File: src/rtl/load_store_unit.sv
// Memory-access stage: turns datapath load/store requests into ready/ack bus transfers.
// Latency: stall from request to ack + 1 cycle (IDLE, BUS..., DONE); aborts after TIMEOUT BUS cycles.
// Backpressure: holds the core with stall while waiting for bus_ack; no buffering of new requests.
module load_store_unit #(
    parameter int unsigned TIMEOUT = 255
) (
    input  logic        clk,
    input  logic        reset,
    input  logic        mem_read,
    input  logic        mem_write,
    input  logic [2:0]  funct3,
    input  logic [31:0] addr,
    input  logic [31:0] wdata,
    output logic [31:0] load_data,
    output logic        stall,
    output logic        access_err,
    output logic        timeout,
    output logic        bus_req,
    output logic        bus_we,
    output logic [31:0] bus_addr,
    output logic [31:0] bus_wdata,
    output logic [3:0]  bus_be,
    input  logic [31:0] bus_rdata,
    input  logic        bus_ack
);

    typedef enum logic [1:0] {IDLE, BUS, DONE} state_t;

    state_t      state_q, state_d;
    logic [15:0] cnt_q, cnt_d;
    logic [2:0]  f3_q, f3_d;
    logic [1:0]  off_q, off_d;
    logic        bus_req_q, bus_req_d;
    logic        bus_we_q, bus_we_d;
    logic [31:0] bus_addr_q, bus_addr_d;
    logic [31:0] bus_wdata_q, bus_wdata_d;
    logic [3:0]  bus_be_q, bus_be_d;
    logic [31:0] load_data_q, load_data_d;
    logic        access_err_q, access_err_d;
    logic        timeout_q, timeout_d;

    logic        acc_vld, is_load, legal, aligned, start;
    logic [3:0]  be_new;
    logic [31:0] wdata_new;
    logic [7:0]  rbyte;
    logic [15:0] rhalf;
    logic [31:0] rdata_ext;

    // Request decode: a simultaneous read and write is treated as a load.
    always_comb begin
        acc_vld = mem_read | mem_write;
        is_load = mem_read;
        if (is_load) begin
            legal = funct3 inside {3'b000, 3'b001, 3'b010, 3'b100, 3'b101};
        end else begin
            legal = funct3 inside {3'b000, 3'b001, 3'b010};
        end
        case (funct3[1:0])
            2'b01:   aligned = ~addr[0];
            2'b10:   aligned = (addr[1:0] == 2'b00);
            default: aligned = 1'b1;
        endcase
        start = acc_vld & legal & aligned;

        case (funct3[1:0])
            2'b00: begin
                be_new    = 4'b0001 << addr[1:0];
                wdata_new = {4{wdata[7:0]}};
            end
            2'b01: begin
                be_new    = addr[1] ? 4'b1100 : 4'b0011;
                wdata_new = {2{wdata[15:0]}};
            end
            default: begin
                be_new    = 4'b1111;
                wdata_new = wdata;
            end
        endcase
    end

    // Load lane extraction uses the offset and width captured at request time.
    always_comb begin
        case (off_q)
            2'b00:   rbyte = bus_rdata[7:0];
            2'b01:   rbyte = bus_rdata[15:8];
            2'b10:   rbyte = bus_rdata[23:16];
            default: rbyte = bus_rdata[31:24];
        endcase
        rhalf = off_q[1] ? bus_rdata[31:16] : bus_rdata[15:0];
        case (f3_q)
            3'b000:  rdata_ext = {{24{rbyte[7]}}, rbyte};
            3'b001:  rdata_ext = {{16{rhalf[15]}}, rhalf};
            3'b100:  rdata_ext = {24'd0, rbyte};
            3'b101:  rdata_ext = {16'd0, rhalf};
            default: rdata_ext = bus_rdata;
        endcase
    end

    always_comb begin
        state_d      = state_q;
        cnt_d        = cnt_q;
        f3_d         = f3_q;
        off_d        = off_q;
        bus_req_d    = bus_req_q;
        bus_we_d     = bus_we_q;
        bus_addr_d   = bus_addr_q;
        bus_wdata_d  = bus_wdata_q;
        bus_be_d     = bus_be_q;
        load_data_d  = load_data_q;
        access_err_d = 1'b0;
        timeout_d    = 1'b0;

        case (state_q)
            IDLE: begin
                cnt_d = 16'd0;
                if (start) begin
                    state_d     = BUS;
                    f3_d        = funct3;
                    off_d       = addr[1:0];
                    bus_req_d   = 1'b1;
                    bus_we_d    = ~is_load;
                    bus_addr_d  = {addr[31:2], 2'b00};
                    bus_be_d    = is_load ? 4'b0000 : be_new;
                    bus_wdata_d = is_load ? 32'd0 : wdata_new;
                end else if (acc_vld) begin
                    access_err_d = 1'b1;
                end
            end
            BUS: begin
                cnt_d = cnt_q + 16'd1;
                // Ack takes priority over an expiring timeout in the same cycle.
                if (bus_ack || cnt_q == 16'(TIMEOUT - 1)) begin
                    state_d     = DONE;
                    bus_req_d   = 1'b0;
                    bus_we_d    = 1'b0;
                    bus_addr_d  = 32'd0;
                    bus_wdata_d = 32'd0;
                    bus_be_d    = 4'b0000;
                    if (bus_ack) begin
                        if (!bus_we_q) load_data_d = rdata_ext;
                    end else begin
                        timeout_d = 1'b1;
                        if (!bus_we_q) load_data_d = 32'd0;
                    end
                end
            end
            DONE: begin
                state_d = IDLE;
                cnt_d   = 16'd0;
            end
            default: state_d = IDLE;
        endcase
    end

    always_ff @(posedge clk) begin
        if (reset) begin
            state_q      <= IDLE;
            cnt_q        <= 16'd0;
            f3_q         <= 3'd0;
            off_q        <= 2'd0;
            bus_req_q    <= 1'b0;
            bus_we_q     <= 1'b0;
            bus_addr_q   <= 32'd0;
            bus_wdata_q  <= 32'd0;
            bus_be_q     <= 4'b0000;
            load_data_q  <= 32'd0;
            access_err_q <= 1'b0;
            timeout_q    <= 1'b0;
        end else begin
            state_q      <= state_d;
            cnt_q        <= cnt_d;
            f3_q         <= f3_d;
            off_q        <= off_d;
            bus_req_q    <= bus_req_d;
            bus_we_q     <= bus_we_d;
            bus_addr_q   <= bus_addr_d;
            bus_wdata_q  <= bus_wdata_d;
            bus_be_q     <= bus_be_d;
            load_data_q  <= load_data_d;
            access_err_q <= access_err_d;
            timeout_q    <= timeout_d;
        end
    end

    assign stall      = ((state_q == IDLE) && start) || (state_q == BUS);
    assign load_data  = load_data_q;
    assign access_err = access_err_q;
    assign timeout    = timeout_q;
    assign bus_req    = bus_req_q;
    assign bus_we     = bus_we_q;
    assign bus_addr   = bus_addr_q;
    assign bus_wdata  = bus_wdata_q;
    assign bus_be     = bus_be_q;

endmodule
File: config.mk
export PLATFORM = sky130hd
export DESIGN_NAME = load_store_unit
export DESIGN_NICKNAME = d
export VERILOG_FILES = /design/src/rtl/load_store_unit.sv
export SDC_FILE = /design/constraint.sdc
export NUM_CORES = 1
export LEC_CHECK = 0
export ABC_AREA = 0
export ABC_CLOCK_PERIOD_IN_PS = 5100
export CORE_ASPECT_RATIO = 2
export CORE_MARGIN = 5
export CORE_UTILIZATION = 48
export DETAILED_ROUTE_END_ITERATION = 10
export GPL_TIMING_DRIVEN = 0
export PLACE_DENSITY_LB_ADDON = 0.1
export SLEW_MARGIN = 25
export SYNTH_ARGS = -nofsm -noshare
export SYNTH_HDL_FRONTEND = slang
export SYNTH_SLANG_ARGS = --single-unit
File: constraint.sdc
create_clock -name clk -period 5.1 [get_ports clk]
set_clock_uncertainty 0.2 [all_clocks]
set_input_delay 1.275 -clock clk [delete_from_list [all_inputs] [get_ports clk]]
set_output_delay 1.275 -clock clk [all_outputs]
set_load 0.02 [all_outputs]
Word-level counts from Yosys, hierarchy flattened
Cells that the tools add are included.

storage, ports and cells
  output and inout port bits = 105
  bits in registers = 127
  input bits = 104
  logic and storage cells = 91

operators by class
  reduce and logical (&&, ||, !) cells = 20
  shifts and indexed selects = 1
  eq/ne operators = 16
  muxes and demuxes = 32
  add/subtract/negate cells = 1
  bitwise gates (word level) = 9

operator list
  cell                                                                     number
  32-bit 2-to-1 mux                                                        7
  32-bit case mux with 2 select lines                                      3
  32-bit case mux with 4 select lines                                      1
  16-bit case mux with 2 select lines                                      1
  8-bit case mux with 3 select lines                                       1
  16-bit by 1-bit adder with 16-bit output (second input constant)         1
  16-bit by 8-bit equality test with 1-bit output (second input constant)  1
  16-bit 2-to-1 mux                                                        1
  4-bit 2-to-1 mux                                                         4
  4-bit case mux with 2 select lines                                       2
  3-bit equality test (second input constant)                              4
  2-bit zero test                                                          4
  2-bit by 1-bit equality test with 1-bit output (second input constant)   3
  2-bit equality test (second input constant)                              3
  3-bit by 1-bit equality test with 1-bit output (second input constant)   2
  3-bit zero test                                                          2
  1-bit 2-to-1 mux                                                         6
  1-bit NOT                                                                6
  1-bit case mux with 2 select lines                                       3
  3-bit AND reduction                                                      2
  3-bit OR reduction                                                       2
  5-bit nonzero test                                                       1
  2-bit 2-to-1 mux                                                         2
  2-bit != test (second input constant)                                    2
  other kinds (11)                                                         15

Longest topological paths before layout
Gate-level depths: netlist of run 1.

  word-level depth = 7
  mapped depth = 10
  mapped depth without buffers = 7

Worst setup path before layout of run 1
No wires, ideal clock.

  path kind = input port to output port
  start point = input port funct3[0]
  end point = output port stall
  arrival = 2.954 ns
  cell stages on the path = 9
  setup slack = 0.671 ns
  cells stage by stage = inv_1 > ha_1 > clkbuf_1 > nor3_1 > a2111oi_0 > o21ai_1 > buf_2 > buf_1 > nand2_1

between the ends
  word-level cells in the longest chain between the ends = 7
  elaborated cells on any way between the ends = 15
  classes of those cells = eq/ne (6); mux (2); bitwise (2); reduce/logical (5)

RTL lines
  what                                                                          line    source
  from (decl)                                                                   11      input logic [2:0] funct3,
  3-bit by 1-bit equality test with 1-bit output, or another cell as far along  54, 56
  5-bit nonzero test / 3-bit nonzero test (equally long branches)               54, 56
  1-bit 2-to-1 mux                                                              53      if (is_load) begin
  1-bit bitwise AND                                                             63      start = acc_vld & legal & aligned;
  1-bit bitwise AND (*)                                                         63
  1-bit logical AND (*)                                                         185     assign stall = ((state_q == IDLE) && start) || (state_q == BUS);
  1-bit logical OR (*)                                                          185
  to (decl)                                                                     15      output logic stall,

Mark *: on every way between the ends. The rest lies on a longest branch, timed or not.

Worst setup path in the final report of run 1
  start point = input port funct3[1]
  end point = output port stall

The elaborated chain is that of the path after synthesis.

==> results.toml, run 1 <==
[status]
status = "completed"

[setup_path]
end_kind = "output port"
r2r-end = "load_data[29]$_SDFFE_PP0P_"
cp_slowest_cell = "clkdlybuf4s50_1"
critPathKind = "in2out"
cp_max_fo = 19
worst_path_largest_cell_delay_ps = 470
cp_data_required_time_ps = 3620
crit_arrival_ps = 3430
cpMostUsedCell = "clkbuf_2"
critical_path.cell_chain = "clkdlybuf4s50_1 > inv_1 > ha_1 > clkbuf_2 > nor3_1 > a2111oi_1 > o21ai_1 > buf_4 > nand2_1 > clkbuf_2"
ff2ff_setup_slack_ps = 2420
start_kind = "input pin"
r2r-start = "cnt_q[0]$_SDFFE_PP0P_"
r2r_cells = 8

[logic_synthesis]
synth_xor_area_frac = 0.0219
yosys.area_share.simple = 0.163
synthFlopType = "dfxtp_1"
yosysWarnings = 0
synth_top_family_by_area = "compound AO/OA/AOI/OAI gates"
syn-cell-area_um2 = 5600
synth_cells = 634
synth_enable_flop_cells = 0
synth_compound_area_frac = 0.237
yosysSeqAreaShare = 0.447
ys_ff_latch = 125
synthDistinctLibCells = 54
syn_area_per_cell_um2 = 8.83
async_flop_share = 0
synthAdderAreaFrac = 0.0112
synth_mux_area_frac = 0.0398

[sta]
clock.fmax_mhz = 204
grt_setup_unrepaired = "false"
finalHoldViolations = 0
fin_crit_ps = 4900
final-max-slew-violation-count = 0
period_share = 0.961
finalSetupViolations = 0
slew_headroom = 0.507
tightestPinTransition_ps = 738

[detailed_routing]
routed_wl_um = 19300
dr.pass1.iters = 5
first_iter_violations = 198
vias = 5785
routedWlPerCell_um = 19.1
drc = 0
ant_nets = 0
vias_per_cell = 5.72

[power]
power_frac_comb = 0.160
ir_worst_vdd_mv = 0.236
pwr-share-seq = 0.380
power.leakage_nw = 3.15
power_density_nw_per_um2 = 323
finalPower_w = 0.00273
p_int_w = 0.00205
swShare = 0.248
clockPowerShare = 0.460
p_sw_w = 0.000678

[finish]
nets = 968
design_area_um2 = 8440
final_common_cell = "clkdlybuf4s50_1"
antenna_cells = 0
drive_above_1_share = 0.0770
area_growth_pct = 50.8
layout.cells.non_filler = 1012
layout_common_cells = "204 x clkdlybuf4s50_1, 125 x dfxtp_1, 107 x nand2_1"

[clock_tree]
cts.sinks = 125
clk_pin_slew_worst_paths_ps = 50
cts_tree = "done"
cts_made_buffers = 17
htreeDepth = 4
clkLatencyLatePin_ps = 410
cts_buffer_depth = 2
holdBufCountCts = 0
cts_root_buffer = "clkbuf_16"

[die]
die_w_um = 86.4
num_rows = 55
die_h_um = 163
pin_count = 209
dieArea_um2 = 14100
core-area_um2 = 11400
initial_core_util = 0.493

[hold_path]
hold_path_startpoint = "load_data[12]$_SDFFE_PP0P_"
min_to = "load_data[12]$_SDFFE_PP0P_"
hp-class = "reg2reg"
whs_path_depth = 1

[global_routing]
grt_max_degree = 20
grt_antenna_before_repair = 0
grt_first_pass_wirelength_um = 30100
grt.overflow.total = 0
grt_pass1_vias = 6096
grt_use_total = 0.271

[placement]
placed_cell_area_um2 = 7830
io_buffers = 205
finalWeightedCongestion = 0.881
dp_hpwl_um = 14900
post-place-cells = 982

[job]
drv_cap = 0
[worst max-delay path by stage]
stage / endpoint / depth (start not counted) / start
2_1_floorplan: stall / 9 / funct3[0]
3_3_place_gp: stall / 11 / funct3[0]
3_5_place_dp: stall / 11 / funct3[1]
4_1_cts: stall / 10 / funct3[1]
5_1_grt: stall / 10 / funct3[1]
6_report: stall / 10 / funct3[1]
[critical path: cells and delay by family]
| kind | cells | cell delay (ps) |
|---|---|---|
| compound gates | 2 | 510 |
| buf+inv | 5 | 1230 |
| simple gates | 2 | 220 |
| fa+ha+maj | 1 | 170 |
[logic make-up after synthesis]
family	count (synthesis)
adders and majority gates	5
xor gates and xnor gates	14
other	1
DFF	125
buffers and inverters	107
and+or+nand+nor	193
AOI/OAI and AO/OA	168
muxes	21
[area by class of cell]
| cell class | instances | area (µm²) |
|---|---|---|
| Clock buffer | 22 | 464 |
| Timing Repair Buffer | 206 | 2050 |
| Buffer | 55 | 250 |
| Inverter | 51 | 191 |
| Clock inverter | 8 | 140 |
| Sequential cell | 125 | 2500 |
| Multi-Input combinational cell | 403 | 2660 |
| Fill cell | 917 | 2920 |
| Tap cell | 142 | 178 |
[synth_stat cells (11+ instances only)]
cell / n / area share
nand2_1: 107 / 0.072
o21ai_0: 14 / 0.013
a21oi_1: 17 / 0.015
mux2i_1: 20 / 0.036
nor3_1: 11 / 0.0098
dfxtp_1: 125 / 0.45
o22ai_1: 14 / 0.016
o32ai_1: 56 / 0.088
inv_1: 51 / 0.034
buf_2: 14 / 0.013
clkbuf_1: 36 / 0.024
nand2b_1: 11 / 0.012
nor2_1: 36 / 0.024
a221o_1: 11 / 0.020
[per-layer routing]
metal / vias up / track usage / share of wire
met3: 72 / 0.0770 / 0.068
met2: 256 / 0.492 / 0.53
met4: 0 / 0.176 / 0.066
met5: - / 0 / 0
met1: 2727 / 0.258 / 0.34
li1: 2730 / - / -
[metrics by stage]
step | utilization | setup TNS (ps) | setup WS (ps) | hold slack [ps]
5_1_grt | 0.743 | 0 | 76.3 | 276
3_3_place_gp | 0.690 | -755 | -755 | 237
6_report | 0.743 | 0 | 197 | 259
2_1_floorplan | - | 0 | 671 | 278
4_1_cts | 0.743 | 0 | 19.7 | 265
3_5_place_dp | 0.690 | -910 | -910 | 247
[timing repair]
| action | CTS | global route |
|---|---|---|
| endpoints found under the setup margin | 1 | 1 |
| buffers inserted | 1 | 0 |
| resized for setup | 3 | 3 |
[state kept, by name (all words and copies together), names as in the netlist, 2 cells and up]
register / count
cnt_q: 16
bus_be: 4
load_data: 32
state_q: 2
bus_wdata: 32
f3_q: 3
bus_addr: 30
off_q: 2
[power groups by stage]
stage                     Sequential (W)  Clock, W  Combinational (W)
after floorplan                  0.00109         0           0.000175
after global placement           0.00105         0           0.000422
after detailed placement         0.00105         0           0.000431
after CTS                        0.00104   0.00126           0.000435
after global routing             0.00104   0.00131           0.000466
final                            0.00104   0.00126           0.000437
No activity file was read; power rests on OpenSTA's default activity.
==> run 2, diff against run 1 <==
Settings changed: CORE_UTILIZATION 48 to 53, DONT_BUFFER_PORTS from default to 1, TNS_END_PERCENT from default to 5.
==> results.toml, run 2 (synthesis gave the netlist of run 1 again) <==
[status]
status = "completed"

[clock_tree]
holdBufCountCts = 0
cts.sinks = 125
cts_made_buffers = 17
htreeDepth = 4
ctsResizeCount = 0
clk_pin_slew_worst_paths_ps = 60
post_cts_buffers = 0
cts_buffer_depth = 2
cts_tree = "done"
cts_root_buffer = "clkbuf_16"
clkLatencyLatePin_ps = 410

[setup_path]
crit_arrival_ps = 3360
cp_data_required_time_ps = 3620
critPathKind = "in2out"
cp_max_fo = 10
end_kind = "output port"
start_kind = "input pin"

[finish]
antenna_cells = 0
fin_util = 0.611
layout_common_cells = "125 x dfxtp_1, 107 x nand2_1, 56 x o32ai_1"
fillers = 946
area_growth_pct = 13.6
drive_above_1_share = 0.104
final_common_cell = "dfxtp_1"
nets = 763
layout.cells.non_filler = 803

[sta]
fin_crit_ps = 4830
slew_headroom = 0.474
finalSetupViolations = 0
setup_ws_ps = 268
clock.fmax_mhz = 207
tightestPinTransition_ps = 787
final-max-slew-violation-count = 0
tns_ps = 0
period_share = 0.948
grt_setup_unrepaired = "false"
finalHoldViolations = 0

[global_routing]
grt_antenna_before_repair = 0
grt_first_pass_wirelength_um = 25500
grt_use_total = 0.262
grt_max_degree = 17
grt.overflow.total = 0
grt_pass1_vias = 5071

[die]
core-area_um2 = 10400
dieArea_um2 = 12800
die_w_um = 82.7
die_h_um = 155
initial_core_util = 0.538
num_rows = 53
pin_count = 209

[detailed_routing]
routedWlPerCell_um = 21.2
vias_per_cell = 6.12
dr.pass1.iters = 4
drc = 0
routed_wl_um = 17000
ant_nets = 0
vias = 4918
first_iter_violations = 188

[job]
drv_cap = 0

[power]
power.leakage_nw = 2.37
power_density_nw_per_um2 = 393
ir_worst_vdd_mv = 0.278

[placement]
finalWeightedCongestion = 0.900
pre_cts_ws_ps = 168
dp_hpwl_um = 13200
io_buffers = 0
post-place-cells = 772

[hold_path]
hp-class = "reg2reg"
run 2: worst paths after layout:
check                                             from                    endpoint  slack, ps  cells after the start
worst max register to register   cnt_q[0]$_SDFFE_PP0P_  load_data[23]$_SDFFE_PP0P_       2490                      8
worst min-delay path            cnt_q[11]$_SDFFE_PP0P_      cnt_q[11]$_SDFFE_PP0P_        350                      2
worst min register to register  cnt_q[11]$_SDFFE_PP0P_      cnt_q[11]$_SDFFE_PP0P_        350                      2
worst max-delay path                         funct3[0]                       stall        270                      9
run 2: cell type report:
| class | count | area (µm²) | share of cell area |
|---|---|---|---|
| clock buffer | 18 | 439 | 0.0691 |
| buffer | 56 | 251 | 0.0396 |
| inverter | 51 | 191 | 0.0301 |
| multi-input combinational | 403 | 2660 | 0.418 |
| sequential | 125 | 2500 | 0.394 |
| tap | 137 | 171 | 0.0270 |
| clock inverter | 13 | 144 | 0.0226 |
run 2: worst max-delay path: stages:
cell and delay (ps):
inv_1 30, ha_1 220, clkbuf_2 200, nor3_1 220, a2111oi_0 100, o21ai_1 250
buf_2 320, buf_1 430, nand2_1 310
run 2: through the flow:
step | instance area (µm²) | total power (W) | hold WS, ps
finish | 6360 | 0.00249 | 346
detailed placement | 5770 | 0.00133 | 327
global placement | 5770 | 0.00132 | 294
CTS | 6350 | 0.00250 | 341
floorplan | 5600 | 0.00127 | 278
global route | 6360 | 0.00258 | 382
run 2: per-layer routing:
layer | global-route usage | up-vias | routed length (µm)
met3 | 0.102 | 59 | 1650
li1 | - | 2321 | -
met1 | 0.238 | 2302 | 5480
met2 | 0.466 | 236 | 8970
met5 | 0 | - | 0
met4 | 0.161 | 0 | 909
run 2: power breakdown:
group	total (W)	switching, W	internal, W
sequential	0.00108	0.0000688	0.00101
clock	0.00118	0.000451	0.000731
combinational	0.000231	0.000150	0.0000816
total	0.00249	0.000669	0.00183
